### src/rtl/usb2_ep_sched.sv
// USB 2.0 endpoint transaction scheduler: token decode, IN arm / OUT commit handshakes and data-toggle advance.
// Optional endpoint halt/STALL support is compiled in by defining USB2_EP_SCHED_STALL_EN.
module usb2_ep_sched #(
    parameter logic [15:0] EP_IN_MASK  = 16'h0003,
    parameter logic [15:0] EP_OUT_MASK = 16'h0005,
    parameter logic [11:0] TIMEOUT     = 12'd1000
) (
    input  logic        phy_clk,
    input  logic        reset,
    input  logic        tok_valid,
    input  logic [1:0]  tok_pid,
    input  logic [3:0]  tok_endp,
    output logic [3:0]  sel_endp,
    input  logic        buf_out_hasdata,
    input  logic [9:0]  buf_out_len,
    output logic        buf_out_arm,
    input  logic        buf_out_arm_ack,
    input  logic        buf_in_ready,
    output logic        buf_in_commit,
    output logic [9:0]  buf_in_commit_len,
    input  logic        buf_in_commit_ack,
    output logic        tx_start,
    output logic [9:0]  tx_len,
    input  logic        tx_done,
    input  logic        rx_done,
    input  logic [9:0]  rx_len,
    input  logic        rx_crc_ok,
    input  logic        hs_rx_ack,
    output logic        hs_send,
    output logic [1:0]  hs_pid,
    output logic        data_toggle_act,
    output logic        busy,
    output logic        err_timeout
`ifdef USB2_EP_SCHED_STALL_EN
    ,
    input  logic        halt_set,
    input  logic        halt_clr,
    input  logic [3:0]  halt_endp,
    output logic [15:0] halted
`endif
);

    localparam logic [1:0] PID_OUT   = 2'd0;
    localparam logic [1:0] PID_IN    = 2'd1;
    localparam logic [1:0] PID_SETUP = 2'd2;

    localparam logic [1:0] HS_ACK   = 2'd0;
    localparam logic [1:0] HS_NAK   = 2'd1;
    localparam logic [1:0] HS_STALL = 2'd2;

    typedef enum logic [2:0] {
        S_IDLE,
        S_IN_CHK,
        S_IN_TX,
        S_IN_WAIT,
        S_IN_ARM,
        S_OUT_RX,
        S_OUT_COMMIT
    } state_t;

    state_t      state_q, state_d;
    logic [11:0] cnt_q, cnt_d;
    logic        nak_q, nak_d;
    logic        stall_q, stall_d;
    logic [3:0]  sel_q, sel_d;
    logic [9:0]  commit_len_q, commit_len_d;
    logic        tx_start_q, tx_start_d;
    logic [9:0]  tx_len_q, tx_len_d;
    logic        hs_send_q, hs_send_d;
    logic [1:0]  hs_pid_q, hs_pid_d;
    logic        toggle_q, toggle_d;
    logic        err_q, err_d;

    logic        tok_legal;
    logic        ep_halted;
    logic        waiting;
    logic        timeout_hit;

    always_comb begin
        tok_legal = 1'b0;
        case (tok_pid)
            PID_IN:    tok_legal = EP_IN_MASK[tok_endp];
            PID_OUT:   tok_legal = EP_OUT_MASK[tok_endp];
            PID_SETUP: tok_legal = (tok_endp == 4'd0);
            default:   tok_legal = 1'b0;
        endcase
    end

`ifdef USB2_EP_SCHED_STALL_EN
    logic [15:0] halted_q, halted_d;
    logic        setup_clr;

    // An accepted SETUP always recovers a halted control endpoint.
    assign setup_clr = (state_q == S_IDLE) && tok_valid && tok_legal && (tok_pid == PID_SETUP);
    assign ep_halted = halted_q[tok_endp];

    for (genvar gi = 0; gi < 16; gi++) begin : g_halt
        logic hit_set, hit_clr;
        assign hit_set = halt_set && (halt_endp == 4'(gi));
        assign hit_clr = (halt_clr && (halt_endp == 4'(gi))) || ((gi == 0) && setup_clr);
        assign halted_d[gi] = hit_clr ? 1'b0 : (hit_set ? 1'b1 : halted_q[gi]);
    end

    always_ff @(posedge phy_clk) begin
        if (reset) begin
            halted_q <= '0;
        end else begin
            halted_q <= halted_d;
        end
    end

    assign halted = halted_q;
`else
    assign ep_halted = 1'b0;
`endif

    assign waiting = (state_q == S_IN_TX) || (state_q == S_IN_WAIT) || (state_q == S_IN_ARM) ||
                     (state_q == S_OUT_RX) || (state_q == S_OUT_COMMIT);
    assign timeout_hit = waiting && (cnt_q == (TIMEOUT - 12'd1));

    always_comb begin
        state_d      = state_q;
        nak_d        = nak_q;
        stall_d      = stall_q;
        sel_d        = sel_q;
        commit_len_d = commit_len_q;
        tx_len_d     = tx_len_q;
        hs_pid_d     = hs_pid_q;
        tx_start_d   = 1'b0;
        hs_send_d    = 1'b0;
        toggle_d     = 1'b0;
        err_d        = 1'b0;

        case (state_q)
            S_IDLE: begin
                if (tok_valid && tok_legal) begin
                    sel_d   = tok_endp;
                    stall_d = ep_halted && (tok_pid != PID_SETUP);
                    if (tok_pid == PID_IN) begin
                        state_d = S_IN_CHK;
                    end else begin
                        state_d = S_OUT_RX;
                        nak_d   = (tok_pid == PID_OUT) && !buf_in_ready;
                    end
                end
            end
            S_IN_CHK: begin
                state_d = S_IDLE;
                if (stall_q) begin
                    hs_send_d = 1'b1;
                    hs_pid_d  = HS_STALL;
                end else if (buf_out_hasdata) begin
                    tx_start_d = 1'b1;
                    tx_len_d   = buf_out_len;
                    state_d    = S_IN_TX;
                end else begin
                    hs_send_d = 1'b1;
                    hs_pid_d  = HS_NAK;
                end
            end
            S_IN_TX: begin
                if (tx_done) begin
                    state_d = S_IN_WAIT;
                end else if (timeout_hit) begin
                    state_d = S_IDLE;
                    err_d   = 1'b1;
                end
            end
            S_IN_WAIT: begin
                if (hs_rx_ack) begin
                    state_d = S_IN_ARM;
                end else if (timeout_hit) begin
                    state_d = S_IDLE;
                    err_d   = 1'b1;
                end
            end
            S_IN_ARM: begin
                if (buf_out_arm_ack) begin
                    state_d  = S_IDLE;
                    toggle_d = 1'b1;
                end else if (timeout_hit) begin
                    state_d = S_IDLE;
                    err_d   = 1'b1;
                end
            end
            S_OUT_RX: begin
                if (rx_done) begin
                    state_d = S_IDLE;
                    // A corrupted packet gets no handshake so the host retries.
                    if (rx_crc_ok) begin
                        if (stall_q) begin
                            hs_send_d = 1'b1;
                            hs_pid_d  = HS_STALL;
                        end else if (nak_q) begin
                            hs_send_d = 1'b1;
                            hs_pid_d  = HS_NAK;
                        end else begin
                            commit_len_d = rx_len;
                            state_d      = S_OUT_COMMIT;
                        end
                    end
                end else if (timeout_hit) begin
                    state_d = S_IDLE;
                    err_d   = 1'b1;
                end
            end
            S_OUT_COMMIT: begin
                if (buf_in_commit_ack) begin
                    state_d   = S_IDLE;
                    hs_send_d = 1'b1;
                    hs_pid_d  = HS_ACK;
                    toggle_d  = 1'b1;
                end else if (timeout_hit) begin
                    state_d = S_IDLE;
                    err_d   = 1'b1;
                end
            end
            default: begin
                state_d = S_IDLE;
            end
        endcase
    end

    // Cleared on every state change; saturates rather than wrapping.
    always_comb begin
        cnt_d = cnt_q;
        if (state_d != state_q) begin
            cnt_d = '0;
        end else if (waiting && (cnt_q != 12'hFFF)) begin
            cnt_d = cnt_q + 12'd1;
        end
    end

    always_ff @(posedge phy_clk) begin
        if (reset) begin
            state_q      <= S_IDLE;
            cnt_q        <= '0;
            nak_q        <= 1'b0;
            stall_q      <= 1'b0;
            sel_q        <= '0;
            commit_len_q <= '0;
            tx_start_q   <= 1'b0;
            tx_len_q     <= '0;
            hs_send_q    <= 1'b0;
            hs_pid_q     <= '0;
            toggle_q     <= 1'b0;
            err_q        <= 1'b0;
        end else begin
            state_q      <= state_d;
            cnt_q        <= cnt_d;
            nak_q        <= nak_d;
            stall_q      <= stall_d;
            sel_q        <= sel_d;
            commit_len_q <= commit_len_d;
            tx_start_q   <= tx_start_d;
            tx_len_q     <= tx_len_d;
            hs_send_q    <= hs_send_d;
            hs_pid_q     <= hs_pid_d;
            toggle_q     <= toggle_d;
            err_q        <= err_d;
        end
    end

    assign sel_endp          = sel_q;
    assign buf_out_arm       = (state_q == S_IN_ARM);
    assign buf_in_commit     = (state_q == S_OUT_COMMIT);
    assign buf_in_commit_len = commit_len_q;
    assign tx_start          = tx_start_q;
    assign tx_len            = tx_len_q;
    assign hs_send           = hs_send_q;
    assign hs_pid            = hs_pid_q;
    assign data_toggle_act   = toggle_q;
    assign busy              = (state_q != S_IDLE);
    assign err_timeout       = err_q;

endmodule

### config.mk
export PLATFORM = sky130hd
export DESIGN_NAME = usb2_ep_sched
export DESIGN_NICKNAME = d
export VERILOG_FILES = /design/src/rtl/usb2_ep_sched.sv
export SDC_FILE = /design/constraint.sdc
export NUM_CORES = 1
export LEC_CHECK = 0
export CAP_MARGIN = 20
export CORE_MARGIN = 2
export CORE_UTILIZATION = 45
export DETAILED_ROUTE_END_ITERATION = 8
export PLACE_DENSITY = 0.79
export SETUP_SLACK_MARGIN = 0.15
export SKIP_LAST_GASP = 1
export SYNTH_ARGS = -nofsm -noshare
export SYNTH_HDL_FRONTEND = slang
export SYNTH_SLANG_ARGS = --single-unit
### constraint.sdc
create_clock -name phy_clk -period 1.9 [get_ports phy_clk]
set_clock_uncertainty 0.05 [all_clocks]
set_input_delay 0.19 -clock phy_clk [delete_from_list [all_inputs] [get_ports phy_clk]]
set_output_delay 0.19 -clock phy_clk [all_outputs]
set_load 0.03 [all_outputs]
# ---- Yosys cells after proc, flatten, opt, wreduce, memory -nomap -nowiden
# Memory sizes are Yosys's and may differ from the RTL's.
# Index checks and enable logic that the tools add are counted.
dict set report op_classes {
  n_bitwise 3
  order_cmp 1
  n_addsub 1
  n_reduce_logical 21
  muxes 37
  n_eq_ne 16
}
# op n
set op_table {}
lappend op_table {{$mux W3} 10}
lappend op_table {{$pmux W3 S7} 1}
lappend op_table {{$mux W1} 15}
lappend op_table {{$add A12 B1 Y12 const B} 1}
lappend op_table {{$eq A12 B10 Y1 const B} 1}
lappend op_table {{$mux W2} 6}
lappend op_table {{$ne A12 B12 Y1 const B} 1}
lappend op_table {{$eq A3 B3 Y1 const B} 3}
lappend op_table {{$ne A2 B2 Y1 const B} 4}
lappend op_table {{$eq A3 B2 Y1 const B} 2}
lappend op_table {{$pmux W1 S3} 2}
lappend op_table {{$pmux W2 S3} 1}
lappend op_table {{$reduce_and A6 Y1} 1}
lappend op_table {{$reduce_bool A3 Y1} 2}
lappend op_table {{$lt A4 B5 Y1 const B} 1}
lappend op_table {{$pmux W1 S5} 1}
lappend op_table {{$logic_and A1 B1 Y1} 4}
lappend op_table {{$logic_not A4 Y1} 1}
lappend op_table {{$logic_or A1 B1 Y1} 4}
lappend op_table {{$reduce_and A2 Y1} 2}
lappend op_table {{$reduce_and A4 Y1} 1}
lappend op_table {{$reduce_or A2 Y1} 2}
lappend op_table {{$eq A3 B1 Y1 const B} 1}
lappend op_table {{$logic_not A3 Y1} 1}
lappend op_table {{other kinds (9)} 11}
dict set report word_totals {
  romBits 32
  register_bits 46
  out_inout_bits 33
  elab_cells 92
  memories 2
}
# name depth word_bits rd rd_clocked_by_memory_dff write_ports line_no
set mem_list {}
lappend mem_list {{(name not given)} 16 1 1 0 0 83} ;# PID_OUT: tok_legal = EP_OUT_MASK[tok_endp];
lappend mem_list {{(name not given)} 16 1 1 0 0 82} ;# PID_IN: tok_legal = EP_IN_MASK[tok_endp];

# ---- Depth between registers and ports, before layout
# Gate-level depths: netlist of run 1.
dict set report logic_depth {
  word_depth 11
  mapped_depth 7
  ltp_nobuf 6
}

# ---- Least setup slack after synthesis of run 1
# No wires, ideal clock.
dict set report synth_timing {
  kind {reg2reg}
  startpoint {register state_q[2]}
  endpoint {register hs_pid_q[0], in the netlist hs_pid[0]}
  setup_slack_ns 0.058
  setup_time_ns 0.132
  synth_period_minus_slack_ns 1.842
  arrival_ns 1.659
  t_required_ns 1.718
  path_buffers 2
  path_stages_with_launch 8
  path_cell_list {dfxtp_1 > buf_6 > clkbuf_1 > inv_1 > nor2_1 > o21ai_0 > nand2_1 > a21oi_1}
}
dict set report synth_via {
  elab_chain_cells 3
  elab_cells_between_ends 11
  cone_classes {eq/ne (8); mux (1); reduce/logical (2)}
}
# item line_no
set synth_lines {}
lappend synth_lines {{from (decl)} 61} ;# state_t state_q, state_d;
lappend synth_lines {{from (signal assigned)} 249} ;# state_q <= state_d;
lappend synth_lines {{$eq A3 B3 Y1 *} --}
lappend synth_lines {{via buf_in_commit} 19} ;# output logic buf_in_commit,
lappend synth_lines {{$ne A2 B1 Y1 (no line) / $reduce_bool A3 Y1 (equally long branches)} --}
lappend synth_lines {{$reduce_and A6 Y1 (no line)} --}
lappend synth_lines {{to (signal assigned)} 258} ;# hs_pid_q <= hs_pid_d;
lappend synth_lines {{to (decl)} 70} ;# logic [1:0] hs_pid_q, hs_pid_d;
# Mark *: on every way through the listed nets, which the timed path passes. The rest lies on a longest branch.
# A chain may end at the register's enable or synchronous reset.

# ---- Final worst setup path of run 1
dict set report layout_timing {
  startpoint {register state_q[0]}
  endpoint {register cnt_q[0]}
}
dict set report layout_via {
  elab_chain_cells 11
  elab_cells_between_ends 23
  cone_classes {eq/ne (7); mux (8); reduce/logical (8)}
}
# item line_no
set layout_lines {}
lappend layout_lines {{$eq A3 B2 Y1} {117, 134}}
lappend layout_lines {{$logic_or A1 B1 Y1 (3 in a row)} 117} ;# assign waiting = (state_q == S_IN_TX) || (state_q == S_IN_WAIT) || (state_q == S_IN_ARM) ||
lappend layout_lines {{$logic_or A1 B1 Y1} 118} ;# (state_q == S_OUT_RX) || (state_q == S_OUT_COMMIT);
lappend layout_lines {{$logic_and A1 B1 Y1} 119} ;# assign timeout_hit = waiting && (cnt_q == (TIMEOUT - 12'd1));
lappend layout_lines {{$mux W3} --}
lappend layout_lines {{$mux W3, on equally long branches} --}
lappend layout_lines {{$pmux W3 S7} 134} ;# case (state_q)
lappend layout_lines {{$ne A3 B3 Y1} 227} ;# if (state_d != state_q) begin
lappend layout_lines {{$reduce_or A2 Y1 (no line)} --}
lappend layout_lines {{to (signal assigned)} 250} ;# cnt_q <= cnt_d;
lappend layout_lines {{to (decl)} 62} ;# logic [11:0] cnt_q, cnt_d;
# Several ways; a longest one is shown, not always the timed one.

==> summary.txt, run 1 <==
Global Route met2 Usage = 0.347
Post-synth ARST share = 0
Power Density = 541 nW/um2
Fin Hold WS = 383 ps
Avg Cell Area, Syn = 8.71 um2
Data required, critical path = 2040 ps
total of max-cap violations = 0
Core Box Area = 4380 um2
Comb pwr share = 0.104
Antenna Violating Nets Remaining = 0
startpoint types = flip-flop
area of the multi-input gates = 1150 um2
Internal Power = 0.00130 W
I/O pin count = 70
H-Tree Depth = 2
largest net degree at the start of global routing = 32
Root Buffer = clkbuf_8
Flop pwr share = 0.561
Netlist Area Pre-Place = 2070 um2
total CTS buffers = 5
Area contributors post-synth = dfxtp_1 43%, mux2i_1 7.7%, nand2_1 5.6%, nor2_1 5.4%, a21oi_1 5.1%
TritonCTS clock tree = done
Seq/Total Area, Yosys = 0.435
Synth top cells by count = 45 x dfxtp_1, 31 x nand2_1, 30 x nor2_1
fin nets = 364
initial core utilization = 0.473
first-pass GRT wire length = 8670 um
Synth Warn # = 0
Yosys top cell area share = 0.435
clk sinks = 45
final max-slew violation count = 0
Setup TNS = 0 ps
Reg area = 910 um2
Syn Inst Count = 238
Min-Delay Path Class = in -> reg
Clock Power Share = 0.334
Syn Nets = 276
fmax = 581 MHz
P_leak = 1.29 nW
R2R setup slack = 180 ps
Bufs on Longest Clock Path = 2
Critical Path Sink Type = flip-flop
antenna violations before repair = 0
Post-synth EDFFs = 0
WL/cell = 13.9 um
Arr. time, crit path = 1860 ps
TritonRoute pass-1 iters = 4
CP max FO = 6
Sw Pwr = 0.000385 W
RSZ-0062 raised after global routing = yes
row count = 24
final setup fails = 0
final hold vios = 0
count leader, synth = dfxtp_1
DR vias = 1985
clk slew on worst S/H paths = 80 ps
ant diodes = 0
Via density = 5.24
Overflow after GRT = 0
Layout area overhead = 50.3%
drt drc = 0
Switching Share = 0.228
Worst-Skew Late Latency = 290 ps
vias in the first global route = 1973
hpwl dp = 3800 um
Synth Flop Type = dfxtp_1
crit path time final = 1720 ps
Seq cells post-synth = 45
Tcrit/Tclk final = 0.905
Tot GR Track Use = 0.212
most used routing layer = met2
Die W = 71.9 um
proportion of layout cells with a drive suffix above 1 = 0.196
met1 Track Usage GR = 0.265
Die ar. = 5170 um2
hold_buf cts = 0
input/output buffers = 68
Yosys cell types = 46
Peak VDD IR = 507 uV
critical path class = reg -> reg
GR Layer Usage met3 = 0.0689
number of DRC markers in iteration 0 = 65
final WL = 5290 um
Placer Congestion = 0.829
status = finished clean
Die Span Y = 71.9 um
Fillers = 317
top cell type by total area after synthesis = dfxtp_1
==> sequential cells by signal, summed over array words and instances, names as in the netlist <==
signal	cells
tx_len	10
cnt_q	12
nak_q	1
hs_pid	1
buf_in_commit_len	10
state_q	3
sel_endp	4
hs_send	1
err_timeout	1
tx_start	1
data_toggle_act	1
==> worst paths after layout <==
| kind | end | cells after the start | from |
|---|---|---|---|
| worst max-delay path | cnt_q[0] | 7 | state_q[0] |
| worst min-delay path | tx_len[6] | 3 | buf_out_len[6] |
| worst max register to register | cnt_q[0] | 7 | state_q[0] |
| worst min register to register | tx_len[9] | 2 | tx_len[9] |
==> kinds of logic (layout without fill, tap and decap cells) <==
logic type,count (synthesis),after routing,share of synthesized area
buffers and inverters,20,109,0.0495
xor gates and xnor gates,5,5,0.0211
adders and majority gates,1,1,0.00603
AOI/OAI and AO/OA,46,46,0.143
muxes,17,17,0.0827
other,1,1,0.00181
and+or+nand+nor,103,103,0.261
DFF,45,45,0.435
==> through the flow <==
stage	utilization	total power (W)	instance area [um2]	worst slack [ps]	instances
after floorplan	-	0.00103	2080	145	238
after global placement	0.660	0.00113	2890	-42.2	365
after detailed placement	0.660	0.00113	2890	-65.8	365
after CTS	0.684	0.00169	3000	152	373
after global routing	0.711	0.00176	3120	65.5	379
final	0.711	0.00169	3120	180	379
==> power by group through the flow <==
stage	Sequential [W]	Combinational, W	Clock (W)
floorplan	0.000975	0.0000532	0
global placement	0.000971	0.000156	0
detailed placement	0.000971	0.000158	0
CTS	0.000948	0.000162	0.000582
global route	0.000947	0.000188	0.000621
finish	0.000946	0.000176	0.000564
==> layer usage <==
layer  wire length [um]  vias to the layer above
met5                  0                        -
met4                 78                        0
met3                320                        8
met2               2590                       49
met1               2290                      920
li1                   -                     1008
==> placed cells by master (no fill, tap or decap), types with 3 or more instances in the layout <==
master and count:
clkdlybuf4s50_1 65, dfxtp_1 42, nand2_1 30, nor2_1 27
buf_4 25, a21oi_1 21, mux2i_1 16, nand3_1 8
inv_1 6, nand4_1 6, o21ai_0 6, xor2_1 5
clkbuf_8 5, and3_1 4, nor2_2 3
==> repair_timing <==
item,4_1_cts,5_1_grt
cloned,0,1
resized for setup,7,21
setup endpoints to repair,13,15
pin swaps,1,1
setup buffers,0,5
==> area by class of cell <==
cell class                      instances  share of cell area
Multi-Input combinational cell        173               0.369
Sequential cell                        45               0.292
Timing Repair Buffer                   95               0.284
Clock buffer                            6              0.0233
Tap cell                               52              0.0209
Inverter                                6             0.00723
Clock inverter                          2             0.00321
==> critical path, cell delays in order (launching register included) <==
cell and delay, ps:
dfxtp_4 370, buf_6 130, and3_4 180, nor3_4 220
nand4b_4 150, o2111ai_4 240, buf_2 210, nor2_1 60
Power figures use the tool's default switching activity.
==> run 2: changes to the inputs <==
--- a/config.mk
+++ b/config.mk
@@ -6,10 +6,11 @@
 export NUM_CORES = 1
 export LEC_CHECK = 0
 export CAP_MARGIN = 20
+export CORE_ASPECT_RATIO = 1.2
 export CORE_MARGIN = 2
-export CORE_UTILIZATION = 45
+export CORE_UTILIZATION = 49
 export DETAILED_ROUTE_END_ITERATION = 8
-export PLACE_DENSITY = 0.79
+export PLACE_DENSITY = 0.85
 export SETUP_SLACK_MARGIN = 0.15
 export SKIP_LAST_GASP = 1
 export SYNTH_ARGS = -nofsm -noshare
==> constraint.sdc (replaced) <==
create_clock -name phy_clk -period 2.2 [get_ports phy_clk]
set_clock_uncertainty 0.05 [all_clocks]
set_input_delay 0.22 -clock phy_clk [delete_from_list [all_inputs] [get_ports phy_clk]]
set_output_delay 0.22 -clock phy_clk [all_outputs]
set_load 0.03 [all_outputs]
==> summary.txt, run 2 (synthesis gave the netlist of run 1 again) <==
fin nets = 348 (-4.4%)
hpwl dp = 3770 um (-0.86%)
vias in the first global route = 2012 (+2.0%)
proportion of layout cells with a drive suffix above 1 = 0.103 (-0.0925)
Die ar. = 4770 um2 (-7.7%)
I/O pin count = 70 (unchanged)
final std cells w/o fill = 364 (-4.0%)
Antenna Violating Nets Remaining = 0 (unchanged)
Die W = 63.4 um (-12%)
initial core utilization = 0.518 (+0.0449)
Min-Delay Path Class = in -> reg
Power Density = 532 nW/um2 (-1.7%)
Worst Max-Slew Pin Slew = 494 ps
Overflow after GRT = 0 (unchanged)
final max-slew violation count = 0 (unchanged)
number of DRC markers in iteration 0 = 76 (+17%)
TritonRoute pass-1 iters = 4 (unchanged)
CP peak stage delay = 510 ps (+140 ps)
slowest library cell on the worst path = dfxtp_1
number of flip-flops in the largest register = 12 (unchanged)
Sw Pwr = 0.000333 W (-13%)
row count = 25 (+4.2%)
antenna violations before repair = 0 (unchanged)
Fin Hold WS = 407 ps (+24.1 ps)
Top reg by flops = cnt_q
H-Tree Depth = 2 (unchanged)
Critical Path Sink Type = flip-flop
Placer Congestion = 0.857 (+3.4%)
Tot GR Track Use = 0.238 (+0.0263)
input/output buffers = 68 (unchanged)
drt drc = 0 (unchanged)
Bufs on Longest Clock Path = 2 (unchanged)
ant diodes = 0 (unchanged)
status = finished clean
total of max-cap violations = 0 (unchanged)
Switching Share = 0.214 (-0.0145)
first-pass GRT wire length = 8860 um (+2.1%)
clk sinks = 45 (unchanged)
final setup fails = 0 (unchanged)
RSZ-0062 raised after global routing = no
Worst-Skew Late Latency = 300 ps (about the same)
Setup TNS = 0 ps (unchanged)
Fillers = 330 (+4.1%)
P_leak = 1.22 nW (-4.9%)
total CTS buffers = 5 (unchanged)
Internal Power = 0.00123 W (-5.8%)
fmax = 515 MHz (-11%)
crit-path leading delay family = compound AO/OA/AOI/OAI gates
final WL = 5440 um (+3.0%)
Via density = 5.42 (+3.5%)
Tcrit/Tclk final = 0.882 (-0.0233)
Root Buffer = clkbuf_8
critical path class = reg -> reg
Comb pwr share = 0.087 (-0.017)
Core Box Area = 4000 um2 (-8.7%)
placed cell count = 357 (-2.2%)
count of buffer and inverter cells on the critical path = 1 (-1)
worst relative slew slack = 0.669
Arr. time, crit path = 2110 ps (+250 ps)
Data required, critical path = 2370 ps (+330 ps)
hold_buf cts = 0 (unchanged)
Flop pwr share = 0.526 (-0.035)
clk slew on worst S/H paths = 80 ps (about the same)
final hold vios = 0 (unchanged)
Layout area overhead = 41.4%
R2R setup slack = 260 ps (+80 ps)
most frequent cells in the layout = 65 x clkdlybuf4s50_1, 43 x dfxtp_1, 31 x nand2_1
CP max FO = 12 (+6)
Cell Chain, Critical Path = and2b_2, a2bb2oi_1, o2111a_1, o2111ai_2, buf_4, nor3b_1
commonest non-fill, non-tap cell in the layout = clkdlybuf4s50_1
Clock Power Share = 0.386 (+0.052)
crit path time final = 1940 ps (+220 ps)
largest net degree at the start of global routing = 32 (unchanged)
WL/cell = 15.0 um (+7.2%)
Die Span Y = 75.3 um (+4.7%)
TritonCTS clock tree = done
DR vias = 1973 (-0.60%)
Peak VDD IR = 530 uV (+4.5%)
startpoint types = flip-flop
==> run 2: cell count changes in the layout (fill, tap and decap cells not counted), sizes merged <==
cell and change:
buf -18, clkbuf -2, dlygate4sd2 +2, bufinv +1
clkinv -1, dlymetal6s2s +1
==> run 2: area by class of cell <==
type / instances / area [um2] / share of cell area
clock inverter: 2 / 35.0 / 0.0120
sequential: 45 / 903 / 0.308
inverter: 6 / 22.5 / 0.00768
multi-input combinational: 173 / 1070 / 0.365
clock buffer: 5 / 68.8 / 0.0235
timing repair buffer: 79 / 763 / 0.260
tap: 54 / 67.6 / 0.0230
==> run 2: path summary, 6_finish.rpt <==
check                       from  depth (start not counted)   endpoint
setup / recovery      state_q[1]                          6  cnt_q[10]
hold / removal    buf_out_len[1]                          3  tx_len[1]
setup reg to reg      state_q[1]                          6  cnt_q[10]
hold reg to reg        tx_len[7]                          2  tx_len[7]
==> run 2: routing by layer <==
| metal | vias up | GRT usage | part of all wire |
|---|---|---|---|
| li1 | 978 | - | - |
| met1 | 911 | 0.249 | 0.40 |
| met2 | 68 | 0.448 | 0.51 |
| met3 | 16 | 0.0613 | 0.058 |
| met4 | 0 | 0.116 | 0.029 |
| met5 | - | 0 | 0 |
==> run 2: stage by stage <==
step / total power [W] / utilization / setup WS, ps / cell area, um2
6_report: 0.00156 / 0.732 / 260 / 2930
5_1_grt: 0.00161 / 0.732 / 154 / 2930
4_1_cts: 0.00157 / 0.731 / 98.8 / 2930
3_5_place_dp: 0.000972 / 0.705 / 135 / 2820
3_3_place_gp: 0.000970 / 0.705 / 184 / 2820
2_1_floorplan: 0.000888 / - / 358 / 2070
==> run 2: power by group through the flow <==
stage	Clock (W)	Sequential [W]	Combinational (W)
after floorplan	0	0.000842	0.0000459
after global placement	0	0.000839	0.000131
after detailed placement	0	0.000839	0.000133
after CTS	0.000612	0.000820	0.000136
after global routing	0.000645	0.000821	0.000146
final	0.000602	0.000820	0.000136
==> run 2: repair_timing <==
item | CTS | global route
cloned | 0 | 0
endpoints found under the setup margin | 3 | 7
gates resized for setup | 3 | 3
buffers inserted | 0 | 0
==> run 2: worst register-to-register path, cell delays in order, from the launching register on <==
cell	delay, ps
dfxtp_1	510
and2b_2	310
a2bb2oi_1	240
o2111a_1	240
o2111ai_2	130
buf_4	200
nor3b_1	160
